[config.mk]
export PLATFORM = sky130hd
export DESIGN_NAME = motor_cmd_sequencer_flat
export DESIGN_NICKNAME = d
export VERILOG_FILES = /design/src/rtl/motor_cmd_sequencer_if.sv /design/src/rtl/motor_cmd_sequencer.sv /design/src/flat_wrapper.sv
export SDC_FILE = /design/constraint.sdc
export NUM_CORES = 1
export LEC_CHECK = 0
export CAP_MARGIN = 20
export CORE_AREA = 8 8 124 126
export DETAILED_ROUTE_END_ITERATION = 16
export DIE_AREA = 0 0 132 134
export HOLD_SLACK_MARGIN = 0.08
export PLACE_DENSITY = 0.69
export SYNTH_ARGS = -nofsm -noshare
export SYNTH_HDL_FRONTEND = slang
export SYNTH_SLANG_ARGS = --single-unit
[constraint.sdc]
create_clock -name clk -period 2.4 [get_ports clk]
set_input_delay 0.36 -clock clk [delete_from_list [all_inputs] [get_ports clk]]
set_output_delay 0.36 -clock clk [all_outputs]
set_load 0.05 [all_outputs]
[src/rtl/motor_cmd_sequencer_if.sv]
`default_nettype none
// ============================================================================
// Module   : motor_cmd_sequencer_if
// Brief    : Switch inputs and PWM-stage command outputs of the sequencer.
// Revision : 1.0 - initial release
// ============================================================================
interface motor_cmd_sequencer_if;
    logic       sw_on;
    logic [1:0] sw_speed;
    logic       sw_dir;
    logic [1:0] speed_sel;
    logic       dir_out;
    logic       motor_en;
    logic       busy;
    logic [2:0] state;

    modport master (
        output sw_on, sw_speed, sw_dir,
        input  speed_sel, dir_out, motor_en, busy, state
    );

    modport slave (
        input  sw_on, sw_speed, sw_dir,
        output speed_sel, dir_out, motor_en, busy, state
    );
endinterface
`default_nettype wire

[src/rtl/motor_cmd_sequencer.sv]
`default_nettype none
// ============================================================================
// Module   : motor_cmd_sequencer
// Brief    : Debounced switch front-end with ramped speed and safe reversal.
// Revision : 1.0 - initial release
// ============================================================================
module motor_cmd_sequencer #(
    parameter int DEBOUNCE_CYCLES  = 1_000_000,
    parameter int RAMP_STEP_CYCLES = 5_000_000,
    parameter int BRAKE_CYCLES     = 20_000_000
) (
    input  wire logic              clk,
    input  wire logic              rst,
    motor_cmd_sequencer_if.slave   cmd_if
);
    localparam int DB_W = $clog2(DEBOUNCE_CYCLES + 1);
    localparam int RP_W = $clog2(RAMP_STEP_CYCLES + 1);
    localparam int BR_W = $clog2(BRAKE_CYCLES + 1);
    localparam logic [DB_W-1:0] c_DB_LAST   = DB_W'(DEBOUNCE_CYCLES - 1);
    localparam logic [RP_W-1:0] c_RAMP_LAST = RP_W'(RAMP_STEP_CYCLES - 1);
    localparam logic [BR_W-1:0] c_BRK_LAST  = BR_W'(BRAKE_CYCLES - 1);

    typedef enum logic [2:0] {
        ST_IDLE     = 3'd0,
        ST_RAMP     = 3'd1,
        ST_RUN      = 3'd2,
        ST_REV_DOWN = 3'd3,
        ST_DWELL    = 3'd4
    } state_t;

    logic            r_on_s1, r_on_s2, r_dir_s1, r_dir_s2;
    logic [1:0]      r_spd_s1, r_spd_s2;
    logic            r_on_db, r_dir_db;
    logic [1:0]      r_spd_db, r_spd_cand;
    logic [DB_W-1:0] r_on_cnt, r_dir_cnt, r_spd_cnt;

    state_t          r_state;
    logic [1:0]      r_speed;
    logic            r_dir_out;
    logic [RP_W-1:0] r_ramp_cnt;
    logic [BR_W-1:0] r_dwell_cnt;

    logic [1:0]      w_target, w_goal;
    logic            w_rev_req, w_stepping;

    always_ff @(posedge clk) begin
        if (rst) begin
            r_on_s1  <= 1'b0; r_on_s2  <= 1'b0;
            r_dir_s1 <= 1'b0; r_dir_s2 <= 1'b0;
            r_spd_s1 <= 2'd0; r_spd_s2 <= 2'd0;
        end else begin
            r_on_s1  <= cmd_if.sw_on;    r_on_s2  <= r_on_s1;
            r_dir_s1 <= cmd_if.sw_dir;   r_dir_s2 <= r_dir_s1;
            r_spd_s1 <= cmd_if.sw_speed; r_spd_s2 <= r_spd_s1;
        end
    end

    always_ff @(posedge clk) begin
        if (rst) begin
            r_on_db  <= 1'b0; r_on_cnt  <= '0;
            r_dir_db <= 1'b0; r_dir_cnt <= '0;
        end else begin
            if (r_on_s2 == r_on_db) begin
                r_on_cnt <= '0;
            end else if (r_on_cnt == c_DB_LAST) begin
                r_on_db  <= r_on_s2;
                r_on_cnt <= '0;
            end else begin
                r_on_cnt <= r_on_cnt + DB_W'(1);
            end

            if (r_dir_s2 == r_dir_db) begin
                r_dir_cnt <= '0;
            end else if (r_dir_cnt == c_DB_LAST) begin
                r_dir_db  <= r_dir_s2;
                r_dir_cnt <= '0;
            end else begin
                r_dir_cnt <= r_dir_cnt + DB_W'(1);
            end
        end
    end

    // The speed word tracks a candidate so a hop between two non-current codes also restarts the count.
    always_ff @(posedge clk) begin
        if (rst) begin
            r_spd_db   <= 2'd0;
            r_spd_cand <= 2'd0;
            r_spd_cnt  <= '0;
        end else if (r_spd_s2 == r_spd_db) begin
            r_spd_cnt  <= '0;
        end else if (r_spd_s2 != r_spd_cand) begin
            r_spd_cand <= r_spd_s2;
            r_spd_cnt  <= DB_W'(1);
        end else if (r_spd_cnt == c_DB_LAST) begin
            r_spd_db   <= r_spd_s2;
            r_spd_cnt  <= '0;
        end else begin
            r_spd_cnt  <= r_spd_cnt + DB_W'(1);
        end
    end

    always_comb begin
        w_target   = r_on_db ? r_spd_db : 2'd0;
        w_rev_req  = (r_dir_db != r_dir_out);
        w_goal     = (r_state == ST_REV_DOWN) ? 2'd0 : w_target;
        w_stepping = ((r_state == ST_RAMP) || (r_state == ST_REV_DOWN)) && (r_speed != w_goal);
    end

    always_ff @(posedge clk) begin
        if (rst) begin
            r_state     <= ST_IDLE;
            r_speed     <= 2'd0;
            r_dir_out   <= 1'b0;
            r_ramp_cnt  <= '0;
            r_dwell_cnt <= '0;
        end else begin
            if (w_stepping) begin
                if (r_ramp_cnt == c_RAMP_LAST) begin
                    r_ramp_cnt <= '0;
                    r_speed    <= (r_speed < w_goal) ? r_speed + 2'd1 : r_speed - 2'd1;
                end else begin
                    r_ramp_cnt <= r_ramp_cnt + RP_W'(1);
                end
            end else begin
                r_ramp_cnt <= '0;
            end

            case (r_state)
                ST_IDLE: begin
                    if (w_rev_req)
                        r_dir_out <= ~r_dir_out;
                    else if (w_target != 2'd0)
                        r_state <= ST_RAMP;
                end
                ST_RAMP: begin
                    if (w_rev_req)
                        r_state <= ST_REV_DOWN;
                    else if (r_speed == w_target)
                        r_state <= (w_target == 2'd0) ? ST_IDLE : ST_RUN;
                end
                ST_RUN: begin
                    if (w_rev_req)
                        r_state <= ST_REV_DOWN;
                    else if (r_speed != w_target)
                        r_state <= ST_RAMP;
                end
                ST_REV_DOWN: begin
                    if (!w_rev_req && (r_speed != 2'd0)) begin
                        r_state <= ST_RAMP;
                    end else if (r_speed == 2'd0) begin
                        r_state     <= ST_DWELL;
                        r_dwell_cnt <= '0;
                    end
                end
                ST_DWELL: begin
                    if (r_dwell_cnt == c_BRK_LAST) begin
                        r_dwell_cnt <= '0;
                        if (w_rev_req)
                            r_dir_out <= ~r_dir_out;
                        r_state <= (w_target != 2'd0) ? ST_RAMP : ST_IDLE;
                    end else begin
                        r_dwell_cnt <= r_dwell_cnt + BR_W'(1);
                    end
                end
                default: r_state <= ST_IDLE;
            endcase
        end
    end

    assign cmd_if.speed_sel = r_speed;
    assign cmd_if.dir_out   = r_dir_out;
    assign cmd_if.motor_en  = (r_speed != 2'd0);
    assign cmd_if.busy      = (r_state == ST_RAMP) || (r_state == ST_REV_DOWN) || (r_state == ST_DWELL);
    assign cmd_if.state     = r_state;
endmodule
`default_nettype wire
[src/flat_wrapper.sv]
// flat-port wrapper written by rule: the top's interface ports become plain ports
module motor_cmd_sequencer_flat 
#(
    parameter int DEBOUNCE_CYCLES  = 1_000_000,
    parameter int RAMP_STEP_CYCLES = 5_000_000,
    parameter int BRAKE_CYCLES     = 20_000_000
)
  (clk, rst, cmd_if_sw_on, cmd_if_sw_speed, cmd_if_sw_dir, cmd_if_speed_sel, cmd_if_dir_out, cmd_if_motor_en, cmd_if_busy, cmd_if_state);
  motor_cmd_sequencer_if cmd_if_i ();
  input  wire logic clk;
  input  wire logic rst;
  input wire logic [$bits(cmd_if_i.sw_on)-1:0] cmd_if_sw_on;
  input wire logic [$bits(cmd_if_i.sw_speed)-1:0] cmd_if_sw_speed;
  input wire logic [$bits(cmd_if_i.sw_dir)-1:0] cmd_if_sw_dir;
  output wire logic [$bits(cmd_if_i.speed_sel)-1:0] cmd_if_speed_sel;
  output wire logic [$bits(cmd_if_i.dir_out)-1:0] cmd_if_dir_out;
  output wire logic [$bits(cmd_if_i.motor_en)-1:0] cmd_if_motor_en;
  output wire logic [$bits(cmd_if_i.busy)-1:0] cmd_if_busy;
  output wire logic [$bits(cmd_if_i.state)-1:0] cmd_if_state;
  assign cmd_if_i.sw_on = cmd_if_sw_on;
  assign cmd_if_i.sw_speed = cmd_if_sw_speed;
  assign cmd_if_i.sw_dir = cmd_if_sw_dir;
  assign cmd_if_speed_sel = cmd_if_i.speed_sel;
  assign cmd_if_dir_out = cmd_if_i.dir_out;
  assign cmd_if_motor_en = cmd_if_i.motor_en;
  assign cmd_if_busy = cmd_if_i.busy;
  assign cmd_if_state = cmd_if_i.state;
  motor_cmd_sequencer #(.DEBOUNCE_CYCLES(DEBOUNCE_CYCLES), .RAMP_STEP_CYCLES(RAMP_STEP_CYCLES), .BRAKE_CYCLES(BRAKE_CYCLES)) u_core (.clk(clk), .rst(rst), .cmd_if(cmd_if_i));
endmodule
==> impl_metrics.json <==
{
  "clock-sinks": 128,
  "status": "complete, no violations",
  "root_buffer": "clkbuf_16",
  "cts_resized": 0,
  "synthCells": 690,
  "synth_top_area_frac": 0.4306,
  "crit_end": "u_core.r_dwell_cnt[20]",
  "yosys-top-cells-area": "dfxtp_1 43%, nor2_1 8.6%, xnor2_1 7.9%",
  "dieArea_um2": 17690,
  "relSlewSlack": 0.4662,
  "ys_seq_area_frac": 0.4306,
  "drv_cap": 0,
  "track_usage": 0.1395,
  "drtAntennaViolNets": 0,
  "synth_edf_count": 0,
  "path_class": "flip-flop to flip-flop",
  "overflow": 0,
  "die_width_um": 132,
  "drt-total-wl_um": 11850,
  "wl_per_cell_um": 13.13,
  "slowest_stage": "a311oi_1",
  "synth_nets": 703,
  "grt_max_degree": 24,
  "antenna_found_initial": 0,
  "r2r-start": "u_core.r_dwell_cnt[0]",
  "endpoint_kind": "flip-flop",
  "synth.top_cells.by_count": "136 x nor2_1, 128 x dfxtp_1, 56 x nand3_1",
  "drtIter0Drc": 360,
  "grt_first_pass_wirelength_um": 20440,
  "synth-async-reset-ratio": 0,
  "grt_pass1_vias": 4648,
  "cts_tree": "done",
  "p_total_mw": 4.577,
  "yosysMostFrequentCell": "nor2_1",
  "r2r_end": "u_core.r_dwell_cnt[20]",
  "finalSetupViolations": 0,
  "hold_depth": 1,
  "ff2ff_setup_slack_ns": 0.22,
  "ir_drop_mv": 0.5303,
  "hold_path_class": "flip-flop to flip-flop",
  "clkLatencyLatePin_ns": 0.41,
  "portBuffers": 13,
  "diodes": 0,
  "viasPerCell": 5.324,
  "syn_area_um2": 5951,
  "drive_above_1_share": 0.09141,
  "ys_types": 61,
  "power.leakage_nw": 2.229,
  "crit_start": "u_core.r_dwell_cnt[0]",
  "finalNonFillerCells": 902,
  "worstPathArrival_ns": 2.52,
  "post_cts_buffers": 0,
  "reg2reg_depth": 6,
  "final-max-slew-violation-count": 0,
  "cpMostUsedCell": "a21oi_1",
  "min_period_ns": 2.175,
  "fin_setup_tns_ns": 0,
  "hold_ws_ns": 0.4466,
  "dr.pass1.iters": 5,
  "power_density_nw_per_um2": 668.7,
  "syn_avg_cell_area_um2": 8.624,
  "critPathLaunchType": "flip-flop",
  "dp_hpwl_um": 8339,
  "ys.flop_type": "dfxtp_1",
  "synth_top_area_cell": "dfxtp_1",
  "nets": 724,
  "areaGrowthSynthToFinish_pct": 15.01,
  "dpl.cell_count": 872,
  "yosysWarnings": 0,
  "max_freq_mhz": 459.7,
  "die_h_um": 134,
  "crit_chain": "ha_1 > and3_1 > a311oi_1 > buf_4 > a21oi_1 > a21oi_1",
  "initial_core_util": 0.4407,
  "hold_viol_final": 0,
  "worst_ep_required_time_ns": 2.75,
  "cts_buffers": 17,
  "io_pins": 14,
  "cts_hold_buf": 0,
  "critPathMaxFanout": 7,
  "finalCritPeriodShare": 0.9064,
  "gp_congestion": 0.8340,
  "htreeDepth": 4,
  "ys_ff_latch": 128,
  "num_vias": 4802,
  "route.detailed.drc": 0,
  "skew_ns": 0.006696,
  "core-area_um2": 13500,
  "worst_slew_pin_slew_ns": 0.7934,
  "num_rows": 43,
  "critPathMaxStageDelay_ns": 0.72,
  "rsz0062_at_grt": "false",
  "path_clk_slew_ns": 0.05,
  "cts.path.max_buffers": 2
}
cell usage in the layout (no fill, tap or decap), drive strengths merged, types with 7 or more instances in the layout:
cell type / count
nor2: 136
dfxtp: 128
nand3: 56
xnor2: 54
xor2: 47
nand2: 41
nor3: 25
nand4: 24
clkbuf: 24
and3: 19
inv: 17
buf: 16
nor4: 16
clkdlybuf4s50: 11
a21oi: 10
nor2b: 10
mux2i: 7
ha: 7
registers in the layout, summed over array words and instances (netlist names), 2 cells and up:
signal,count
u_core.r_spd_s1,2
u_core.cmd_if.state,3
u_core.r_dir_cnt,20
u_core.r_on_cnt,20
u_core.r_spd_s2,2
u_core.r_spd_cnt,20
u_core.r_dwell_cnt,25
u_core.r_spd_cand,2
u_core.r_spd_db,2
u_core.r_ramp_cnt,23
u_core.cmd_if.speed_sel,2
per-stage QoR:
step                utilization  setup slack, ns  cell area [µm²]
floorplan                     -          0.04046             5953
global placement         0.4661           0.2998             6295
detailed placement       0.4661           0.2377             6295
CTS                      0.5068           0.2143             6844
global route             0.5068          0.05050             6844
finish                   0.5068           0.2247             6844
worst max-delay path: cells and delay by family (launching register included):
kind	cells	cell delay, ns
AO/OA/AOI/OAI	3	0.92
adder cells (fa/ha/maj)	1	0.28
buffers and inverters	1	0.26
flip-flops	1	0.35
AND/OR/NAND/NOR	1	0.29
cell type report:
| class | count | area (µm²) |
|---|---|---|
| Tap cell | 180 | 225.2 |
| Clock buffer | 24 | 491.7 |
| Sequential cell | 128 | 2565 |
| Multi-Input combinational cell | 520 | 3198 |
| Inverter | 17 | 63.81 |
| Fill cell | 1231 | 6660 |
| Clock inverter | 6 | 57.56 |
| Timing Repair Buffer | 27 | 242.7 |
worst min path at each step:
stage	from	endpoint	slack [ns]
floorplan	u_core.r_dir_s1	u_core.r_dir_s2	0.41
global placement	u_core.r_on_s1	u_core.r_on_s2	0.43
detailed placement	u_core.r_spd_s1[0]	u_core.r_spd_s2[0]	0.44
CTS	u_core.r_on_s1	u_core.r_on_s2	0.45
global route	u_core.r_on_s1	u_core.r_on_s2	0.47
finish	u_core.r_spd_s1[0]	u_core.r_spd_s2[0]	0.45
cell families after synthesis:
| group | synth area share |
|---|---|
| and+or+nand+nor | 0.3053 |
| muxes | 0.01367 |
| AOI/OAI and AO/OA | 0.05509 |
| adders and majority gates | 0.01472 |
| DFF | 0.4306 |
| xor gates and xnor gates | 0.1487 |
| buffers and inverters | 0.03196 |
power breakdown:
part | switching, mW | internal (mW) | leakage, nW | total [mW]
registers | 0.00612 | 2.14 | 1.03 | 2.14
logic | 0.0354 | 0.0254 | 0.924 | 0.0609
clock network | 0.861 | 1.51 | 0.272 | 2.37
total | 0.903 | 3.67 | 2.23 | 4.58
layer usage:
| metal | wire length (µm) | up-vias | global-route usage | part of all wire |
|---|---|---|---|---|
| met2 | 5839 | 59 | 0.2430 | 0.49 |
| met3 | 468 | 18 | 0.04675 | 0.040 |
| met4 | 215 | 0 | 0.06509 | 0.018 |
| met1 | 5324 | 2302 | 0.1504 | 0.45 |
| met5 | 0 | - | 0 | 0 |
| li1 | - | 2423 | - | - |
Power figures use the tool's default switching activity.
